### src/rtl/branch_predictor_bht.sv
// Dynamic branch predictor with next-PC select for the 5-stage pipeline.
// A direct-mapped table of 2-bit saturating counters is read in IF and
// trained in ID. The block also picks the next-PC source, flushes IF/ID on
// redirects, and keeps saturating counts of resolved and mispredicted branches.
module branch_predictor_bht #(
   parameter int IDX_W  = 4,
   parameter int STAT_W = 16
) (
   input  logic              clk,
   input  logic              rst,
   input  logic [31:0]       if_pc,
   input  logic              if_is_branch,
   input  logic              id_is_branch,
   input  logic [31:0]       id_pc,
   input  logic              id_taken,
   input  logic              id_pred_taken,
   input  logic [1:0]        Jump,
   output logic              pred_taken,
   output logic [1:0]        Branch,
   output logic              IF_flush,
   output logic [STAT_W-1:0] branch_cnt,
   output logic [STAT_W-1:0] mispred_cnt
);

   localparam int DEPTH = 1 << IDX_W;
   localparam logic [STAT_W-1:0] STAT_ONE = 1;
   localparam logic [STAT_W-1:0] STAT_MAX = '1;

   // Counter encoding: 00 strong-NT, 01 weak-NT, 10 weak-T, 11 strong-T.
   // Reset value is weak-T so a cold table behaves like the old static policy.
   typedef enum logic [1:0] {
      STRONG_NT = 2'b00,
      WEAK_NT   = 2'b01,
      WEAK_T    = 2'b10,
      STRONG_T  = 2'b11
   } counterState_t;

   logic [1:0]        tbl_q [DEPTH];
   logic [1:0]        trainCnt_d;
   logic [STAT_W-1:0] branchCnt_q, branchCnt_d;
   logic [STAT_W-1:0] mispredCnt_q, mispredCnt_d;

   logic [IDX_W-1:0]  ifIdx;
   logic [IDX_W-1:0]  idIdx;
   logic              mispredict;
   logic              unusedPcBits;

   assign ifIdx        = if_pc[IDX_W+1:2];
   assign idIdx        = id_pc[IDX_W+1:2];
   assign unusedPcBits = ^{if_pc[31:IDX_W+2], if_pc[1:0], id_pc[31:IDX_W+2], id_pc[1:0]};

   assign mispredict   = id_is_branch & (id_taken ^ id_pred_taken);
   assign branch_cnt   = branchCnt_q;
   assign mispred_cnt  = mispredCnt_q;

   // Lookup reads the registered table directly, so a same-cycle train on the
   // same index is not visible until the following cycle.
   always_comb begin
      pred_taken = 1'b0;
      if (if_is_branch) begin
         pred_taken = tbl_q[ifIdx][1];
      end
   end

   // Next value for the counter being trained: move toward the outcome and
   // hold at the strong ends.
   always_comb begin
      trainCnt_d = tbl_q[idIdx];
      if (id_taken) begin
         if (tbl_q[idIdx] != STRONG_T) begin
            trainCnt_d = tbl_q[idIdx] + 2'b01;
         end
      end else begin
         if (tbl_q[idIdx] != STRONG_NT) begin
            trainCnt_d = tbl_q[idIdx] - 2'b01;
         end
      end
   end

   // Next-PC select and flush: an ID-stage correction outranks an IF-stage
   // taken prediction; a jump in ID always flushes but leaves the select alone.
   always_comb begin
      Branch   = 2'b00;
      IF_flush = 1'b0;
      if (mispredict && id_taken) begin
         Branch   = 2'b11;
         IF_flush = 1'b1;
      end else if (mispredict && !id_taken) begin
         Branch   = 2'b10;
         IF_flush = 1'b1;
      end else if (if_is_branch && pred_taken) begin
         Branch   = 2'b01;
         IF_flush = 1'b0;
      end
      if (Jump == 2'b01 || Jump == 2'b10) begin
         IF_flush = 1'b1;
      end
   end

   // Statistics next-state: both counters stick at all-ones instead of
   // wrapping, and the mispredict count only moves together with a branch.
   always_comb begin
      branchCnt_d  = branchCnt_q;
      mispredCnt_d = mispredCnt_q;
      if (id_is_branch && branchCnt_q != STAT_MAX) begin
         branchCnt_d = branchCnt_q + STAT_ONE;
      end
      if (mispredict && mispredCnt_q != STAT_MAX) begin
         mispredCnt_d = mispredCnt_q + STAT_ONE;
      end
   end

   // Table storage with a single write port driven from ID.
   always_ff @(posedge clk or posedge rst) begin
      if (rst) begin
         for (int i = 0; i < DEPTH; i++) begin
            tbl_q[i] <= WEAK_T;
         end
      end else if (id_is_branch) begin
         tbl_q[idIdx] <= trainCnt_d;
      end
   end

   // Statistics registers, cleared immediately by reset.
   always_ff @(posedge clk or posedge rst) begin
      if (rst) begin
         branchCnt_q  <= '0;
         mispredCnt_q <= '0;
      end else begin
         branchCnt_q  <= branchCnt_d;
         mispredCnt_q <= mispredCnt_d;
      end
   end

endmodule

### config.mk
export PLATFORM = sky130hd
export DESIGN_NAME = branch_predictor_bht
export DESIGN_NICKNAME = d
export VERILOG_FILES = /design/src/rtl/branch_predictor_bht.sv
export SDC_FILE = /design/constraint.sdc
export NUM_CORES = 1
export LEC_CHECK = 0
export ABC_AREA = 1
export CORE_UTILIZATION = 42
export CTS_CLUSTER_SIZE = 24
export DETAILED_ROUTE_END_ITERATION = 8
export PLACE_DENSITY = 0.72
export SETUP_SLACK_MARGIN = 0.4
export SLEW_MARGIN = 25
export SYNTH_ARGS = -nofsm -noshare
export SYNTH_HDL_FRONTEND = slang
export SYNTH_SLANG_ARGS = --single-unit
### constraint.sdc
create_clock -name clk -period 4.35 [get_ports clk]
set_clock_uncertainty 0.1 [all_clocks]
set_input_delay 1.0875 -clock clk [delete_from_list [all_inputs] [get_ports clk]]
set_output_delay 1.0875 -clock clk [all_outputs]
set_load 0.005 [all_outputs]
---- After elaboration in Yosys (flattened, before gate mapping) ----
Index checks and enable logic that the tools add are counted.
storage, ports and cells
  input bits .............................. 72
  bits in registers ....................... 64
cells by class
  $add $sub $neg .......................... 4
  bitwise logic cells ..................... 4
  magnitude comparators ................... 3
  reduce and logical (&&, ||, !) cells .... 9
  mux-type cells .......................... 19
  eq/ne operators ......................... 5
operators with widths
  operator               number
  $add 16x1->16 const B  2
  $bwmux 32              1
  $ne 16x16->1 const B   2
  $mux 2                 10
  $bmux 2 s4             2
  $ge 5x5->1 const B     2
  $not 4->5              2
  $demux 2 s4            1
  $logic_and 1x1->1      6
  $lt 5x1->1 const B     1
  $mux 1                 5
  $add 2x1->2 const B    1
  $eq 2x1->1 const B     1
  $eq 2x2->1 const B     1
  $ne 2x2->1 const B     1
  $reduce_bool 2->1      1
  $sub 2x1->2 const B    1
  $and 1x1->1            1
  $logic_not 1->1        1
  $logic_or 1x1->1       1
  $xor 1x1->1            1

---- Logic depth before layout (Yosys ltp) ----
Gate-level depths: netlist of run 1.
  depth after elaboration ................. 9
  gate-level depth with buffers ........... 16
  depth with buffers taken out ............ 13

---- Worst setup path before layout of run 1 ----
No wires, ideal clock.
  path kind ............................... input-to-output
  start ................................... input port if_pc[2]
  end ..................................... output port Branch[0]
  data arrival time ....................... 1.969 ns
  cell stages on the path ................. 8
  path slack .............................. 1.193 ns
  data required time ...................... 3.163 ns
  cell sequence ........................... clkbuf_1 -> inv_1 -> o21ai_0 -> o211ai_1 -> nand3_1 -> nand2_1 -> nand3_1 -> o21ai_0
between the ends
  cells in the longest elaborated chain, start to end .. 9
ends and longest elaborated chain
  what                                        line  RTL
  start: declaration                          11    input logic [31:0] if_pc,
  $not 4->5 (not written as such)             61    pred_taken = tbl_q[ifIdx][1];
  $bmux 2 s4                                  61
  $mux 2 (not written as such) (2 in series)  61
  $mux 1                                      60    if (if_is_branch) begin
  $logic_and 1x1->1                           91    end else if (if_is_branch && pred_taken) begin
  $mux 1                                      91
  $mux 2                                      88    end else if (mispredict && !id_taken) begin
  $mux 2                                      85    if (mispredict && id_taken) begin
  end: declaration                            19    output logic [1:0] Branch,
No other way between the ends. The select of a mux whose other input is x is not followed.

---- Final worst setup path of run 1 ----
  start ................................... input port id_is_branch
  end ..................................... output port IF_flush
between the ends
  cells in the longest elaborated chain, start to end .. 5
  elaborated cells between the ends (all ways) .. 6
  classes of those cells .................. mux: 3; bitwise: 1; reduce/logical: 2
ends and longest elaborated chain
  what                line  RTL
  start: declaration  13    input logic id_is_branch,
  $and 1x1->1 (*)     52    assign mispredict = id_is_branch & (id_taken ^ id_pred_taken);
  $logic_and 1x1->1   88
  $mux 1              88
  $mux 1 (*)          85
  $mux 1 (*)          95    if (Jump == 2'b01 || Jump == 2'b10) begin
  end: declaration    20    output logic IF_flush,
Mark *: on every way between the ends. The rest lies on a longest branch, timed or not.

==> results by group, run 1 <==
Final layout
  • Layout cells sized above 1: 0.0957
  • Layout area overhead: 22.7%
  • Diodes inserted: 0
  • Finished Cell Area: 4520 sq um
  • Non-filler cells, final: 680
  • Final net count: 644
  • Layout Utilization: 0.542

GRT
  • Largest net degree at the start of global routing: 29
  • Total track usage: 0.212
  • Via count of the first global-routing pass: 3254
  • First-pass GRT wire length: 14600 microns
  • GRT overflow: 0
  • Initial antenna violation count: 0

Logic synthesis
  • Yosys synthesis warning count: 0
  • Top FF cell, synth: dfrtp_1
  • Synth Register Bits: 64
  • Sequential cell area fraction in the yosys report: 0.440
  • Synth Instances: 508
  • Post-Syn Area: 3680 sq um
  • Ys async rst share: 1.00
  • Mean Syn Cell Area: 7.25 sq um
  • Synth unique cells: 31
  • Post-synth EDFFs: 0
  • Syn Nets: 582

Clock network
  • Num CTS Buffers: 9
  • Reg clk slew, reported paths: 80 ps
  • Root Driver: clkbuf_8
  • Clk buf depth: 2
  • CTS tree: built
  • H-Tree Level Count: 3
  • Clk_lat worst skew: 350 ps
  • # clock sinks: 64

Setup path
  • Worst Path Max Fanout: 3
  • CP max stage cell: clkdlybuf4s50_1
  • Req. time, crit path: 3160 ps
  • CP Cell Sequence: clkdlybuf4s50_1 -> inv_1 -> nor3_2 -> inv_1 -> nand2_1 -> clkdlybuf4s50_1
  • Critical Path End Type: output port
  • R2R Setup Slk: 2270 ps
  • WP buf/inv: 4
  • Worst r2r src: mispred_cnt[0]
  • CP delay by family, top: buffers and inverters
  • Crit Path Class: input port to output port
  • Crit path DAT: 2550 ps
  • Worst Setup SP: id_is_branch
  • CP Launch Type: input port
  • CP peak stage delay: 510 ps

Worst hold path
  • Hold path start: tbl_q[29]
  • HP Class: register to register

Place
  • Placed cell count: 663
  • GPL Wtd Cong: 0.911
  • Area after DPL: 4310 sq um
  • HPWL after DPL: 6370 microns
  • # port buffers: 51

Die
  • I/O pin cnt: 108
  • Die width: 95.6 microns
  • Row cnt: 33
  • Die H: 95.6 microns
  • Die Footprint: 9150 sq um
  • Initial Util: 0.441
  • Total core area: 8340 sq um

Detailed routing
  • Aggregate routed wire length: 8720 microns
  • Initial drt markers: 198
  • Initial DRT Pass Iterations: 5
  • Vias: 3403
  • Detail-routed via count per cell: 5.00
  • DRC violations left: 0
  • Remaining antenna violation count: 0
  • WL/cell: 12.8 microns

Power and ir drop
  • Pint: 1270 uW
  • Pwr per Cell Area: 425 nW/um^2
  • Clk pwr share: 0.273
  • Seq pwr share: 0.460
  • Sw Ratio: 0.337
  • Comb power frac: 0.268
  • Leakage power: 0.00222 uW
  • Net Switching: 647 uW
  • Worst IR Drop VDD: 324 uV

Flow run
  • Max Cap Violations: 0

Run status
  • Status: complete, no violations

STA
  • Worst hold slack: 386 ps
  • Worst Tran Pin Value: 570 ps
  • Final min period: 3730 ps
  • Final Hold Fails: 0
  • Fin crit share: 0.858
  • Unrepaired setup endpoints after global routing: false
  • Setup violators final: 0
  • Maximum clock rate: 0.268 GHz
  • Setup TNS: 0 ps
  • Rel. slew slack: 0.617
  • Final Slew Violations: 0
metrics by stage:
step	power, uW	setup slack (ps)
global route	2030	484
finish	1920	617
floorplan	1160	1190
CTS	1930	353
global placement	1390	239
detailed placement	1400	201
synth_stat cells (3+ instances only):
master	instances	share of area
nand3b_1	3	0.0061
nand3_1	36	0.049
xor2_1	19	0.045
inv_1	50	0.051
nor2_1	53	0.054
nor3_1	13	0.018
nand2_1	204	0.21
o211ai_1	4	0.0082
dfrtp_1	48	0.33
dfstp_2	16	0.11
xnor2_1	7	0.017
buf_6	5	0.015
nand4_1	8	0.014
nand2_2	5	0.0085
nor4_1	3	0.0051
o21ai_0	15	0.020
cells by family after synthesis:
family / count (synthesis) / share of synthesized area
adder cells (fa/ha/maj): 2 / 0.00679
AND/OR/NAND/NOR: 332 / 0.379
AO/OA/AOI/OAI: 23 / 0.0377
flip-flops: 64 / 0.440
XOR/XNOR: 26 / 0.0618
buffers and inverters: 61 / 0.0741
layer usage:
layer,up-vias,track usage,share of wire
met5,-,0,0
met4,0,0.0908,0.020
met3,14,0.0423,0.064
met2,105,0.341,0.46
met1,1575,0.276,0.45
li1,1709,-,-
layout make-up:
| cell class | count | area, sq um |
|---|---|---|
| clock buffer | 12 | 145 |
| timing repair buffer | 60 | 579 |
| sequential | 64 | 1620 |
| multi-input combinational | 383 | 1790 |
| clock inverter | 4 | 53.8 |
| tap | 105 | 131 |
| inverter | 52 | 195 |
| fill | 791 | 3820 |
worst register-to-register path: stages, from the launching register on:
cell and delay, ps:
dfrtp_1 430, ha_1 250, nand3_1 180, nor3_1 70, nand3_1 80, nand2_1 260, nor2_1 310, nand3b_1 150
nor2_1 110, nor2_1 50
registers in the layout (all words and copies together) (netlist names):
| name | cells |
|---|---|
| branch_cnt | 16 |
| tbl_q | 32 |
| mispred_cnt | 16 |
placed cells by master (no fill, tap or decap), types with 2 or more instances in the layout:
cell,count
buf_4,9
clkbuf_1,2
clkbuf_8,10
clkdlybuf4s50_1,46
clkinvlp_4,2
dfrtp_1,48
dfstp_2,16
dlymetal6s2s_1,3
ha_1,2
inv_1,49
inv_2,3
nand2_1,204
nand2_2,5
nand2_4,2
nand3_1,36
nand3b_1,3
nand4_1,8
nor2_1,53
nor3_1,12
nor4_1,3
o211ai_1,4
o21ai_0,15
xnor2_1,7
xor2_1,19
path summary, 6_finish.rpt:
check | cells after the start | endpoint
setup / recovery | 6 | IF_flush
hold / removal | 2 | tbl_q[29]
setup reg to reg | 9 | mispred_cnt[11]
hold reg to reg | 2 | tbl_q[29]
max in group asynchronous | 3 | tbl_q[21]
min in group asynchronous | 2 | mispred_cnt[10]
power by group through the flow:
stage	clock (uW)	sequential (uW)	combinational [uW]
6_report	524	883	514
3_5_place_dp	0	888	514
2_1_floorplan	0	855	301
3_3_place_gp	0	887	500
5_1_grt	558	904	573
4_1_cts	533	882	518
timing repair:
action	in CTS	in global routing
setup endpoints to repair	2	3
hold buffers	0	0
pin swaps	1	1
gates resized for setup	3	7
setup buffers	1	0
(Power assumes the default switching activity.)
==> inputs of run 2 (changes only) <==
--- a/config.mk
+++ b/config.mk
@@ -9,7 +9,7 @@
 export CORE_UTILIZATION = 42
 export CTS_CLUSTER_SIZE = 24
 export DETAILED_ROUTE_END_ITERATION = 8
-export PLACE_DENSITY = 0.72
+export PLACE_DENSITY = 0.75
 export SETUP_SLACK_MARGIN = 0.4
 export SLEW_MARGIN = 25
 export SYNTH_ARGS = -nofsm -noshare
==> constraint.sdc (replaced) <==
create_clock -name clk -period 3.4 [get_ports clk]
set_clock_uncertainty 0.1 [all_clocks]
set_input_delay 0.85 -clock clk [delete_from_list [all_inputs] [get_ports clk]]
set_output_delay 0.85 -clock clk [all_outputs]
set_load 0.005 [all_outputs]
==> run 2 against run 1 <==
  * Non-clock buffer count is 4 higher
  * Clock power is 55% higher
  * Wire length is 1.7% higher
  * Via count is 0.68% higher
  * Sequential share of layout area is 0.48 points lower
  * Core utilization is 0.74 points higher
  * Largest power group unchanged
==> results by group, run 2 (synthesis gave the netlist of run 1 again) <==
Final layout
  • Final net count: 648
  • Most frequent cells in the layout: nand2_1, nor2_1, dfrtp_1
  • Max reg flops: 32
  • Most common cell after layout, fill and taps aside: nand2_1
  • Layout area overhead: 24.4%
  • Non-filler cells, final: 684
  • Layout cells sized above 1: 0.112
  • Fillcell total: 789
  • Diodes inserted: 0
  • Register bank with the most flops: tbl_q
  • Layout Utilization: 0.549

Clock network
  • Clk_lat worst skew: 350 ps
  • Root Driver: clkbuf_8
  • H-Tree Level Count: 3
  • CTS tree: built
  • Num CTS Buffers: 9
  • # clock sinks: 64
  • Reg clk slew, reported paths: 70 ps
  • Clk buf depth: 2

Power and ir drop
  • Total chip power: 2600 uW
  • Worst IR Drop VDD: 447 uV
  • Leakage power: 0.00225 uW
  • Pwr per Cell Area: 569 nW/um^2

Detailed routing
  • DRC violations left: 0
  • Initial DRT Pass Iterations: 5
  • Remaining antenna violation count: 0
  • Aggregate routed wire length: 8870 microns
  • WL/cell: 13.0 microns
  • Vias: 3426
  • Detail-routed via count per cell: 5.01
  • Initial drt markers: 165

Setup path
  • R2R Setup Slk: 1300 ps
  • R2r endpoint: mispred_cnt[11]
  • FF-to-FF path depth: 10
  • Crit Path Class: input port to output port
  • Req. time, crit path: 2450 ps
  • Crit path DAT: 1940 ps
  • Worst Path Max Fanout: 5
  • Critical Path End Type: output port
  • CP Launch Type: input port
  • Worst r2r src: mispred_cnt[0]

Place
  • GPL Wtd Cong: 0.893
  • # port buffers: 51
  • Placed cell count: 665
  • HPWL after DPL: 6330 microns

STA
  • Setup TNS: 0 ps
  • Maximum clock rate: 0.346 GHz
  • Final min period: 2890 ps
  • Final Slew Violations: 0
  • Unrepaired setup endpoints after global routing: true
  • Fin crit share: 0.851
  • Setup violators final: 0
  • Worst Tran Pin Value: 636 ps
  • Final Hold Fails: 0
  • Rel. slew slack: 0.575

Worst hold path
  • HP Class: register to register
  • Hold path start: tbl_q[27]
  • Hold EP: tbl_q[27]
  • Hold depth: 2

GRT
  • GRT overflow: 0
  • Initial antenna violation count: 0
  • Largest net degree at the start of global routing: 36
  • First-pass GRT wire length: 15100 microns
  • Total track usage: 0.215
  • Via count of the first global-routing pass: 3276

Die
  • Initial Util: 0.441
  • Total core area: 8340 sq um
  • I/O pin cnt: 108
  • Die H: 95.6 microns
  • Die Footprint: 9150 sq um
  • Row cnt: 33
  • Die width: 95.6 microns

Run status
  • Status: complete, no violations

Flow run
  • Max Cap Violations: 0
==> run 2: cell types whose count changed in the layout (fill, tap and decap cells not counted), sizes merged, moves of 2 or more <==
cell / previous run / this run
inv: 52 / 54
bufinv: 1 / 3
dlymetal6s2s: 3 / 1
clkdlybuf4s50: 46 / 41
buf: 10 / 15
dlygate4sd2: 1 / 5
==> run 2: cell type report <==
cell class / instances / area, sq um / share of cell area
timing repair buffer: 64 / 597 / 0.130
sequential: 64 / 1620 / 0.354
tap: 105 / 131 / 0.0287
clock buffer: 10 / 128 / 0.0279
clock inverter: 6 / 115 / 0.0251
inverter: 52 / 195 / 0.0426
multi-input combinational: 383 / 1790 / 0.391
==> run 2: metal layers <==
metal / track usage / wire length (microns) / vias up
met5: 0 / 0 / -
li1: - / - / 1715
met3: 0.0399 / 631 / 15
met2: 0.363 / 4280 / 110
met4: 0.0833 / 168 / 0
met1: 0.270 / 3790 / 1586
==> run 2: how the worst max path moves through the flow <==
stage | startpoint | endpoint | slack (ps) | depth (start not counted)
after floorplan | if_pc[2] | Branch[0] | 720 | 8
after global placement | if_pc[2] | Branch[0] | -310 | 11
after detailed placement | if_pc[2] | Branch[0] | -360 | 9
after CTS | id_pred_taken | Branch[0] | 270 | 9
after global routing | if_pc[2] | Branch[0] | 320 | 11
final | if_pc[2] | Branch[0] | 510 | 11
==> run 2: repair_timing <==
| item | in CTS | in global routing |
|---|---|---|
| setup buffers | 2 | 1 |
| gates resized for setup | 20 | 6 |
| endpoints found under the hold margin | 0 | 0 |
| pin swaps | 5 | 3 |
| hold buffers | 0 | 0 |
| endpoints found under the setup margin | 4 | 4 |
==> run 2: critical path, cell delays in order <==
cell and delay [ps]:
buf_2 150, buf_4 150, nor2_1 40, nor2_1 70
o21ai_0 80, o211ai_1 110, nand3_1 140, nand2_1 90
nand3_1 60, o21ai_1 70, clkbuf_2 120
==> run 2: through the flow <==
step / area [sq um] / hold WS, ps / worst slack (ps)
floorplan: 3680 / 349 / 718
global placement: 4330 / 363 / -307
detailed placement: 4330 / 365 / -362
CTS: 4580 / 382 / 267
global route: 4580 / 398 / 324
finish: 4580 / 379 / 506
==> run 2: report_power, final <==
group	switching (uW)	total (uW)	internal (uW)
Clock	319	812	492
Combinational	343	665	322
Sequential	180	1130	948
Total	842	2600	1760
==> inputs of run 3 (changes only) <==
--- a/config.mk
+++ b/config.mk
@@ -9,6 +9,7 @@
 export CORE_UTILIZATION = 42
 export CTS_CLUSTER_SIZE = 24
 export DETAILED_ROUTE_END_ITERATION = 8
+export HOLD_SLACK_MARGIN = 0.06
 export PLACE_DENSITY = 0.75
 export SETUP_SLACK_MARGIN = 0.4
 export SLEW_MARGIN = 25
==> results of run 3 <==
Same layout as run 2: the final DEF is identical, and so are final timing and power.
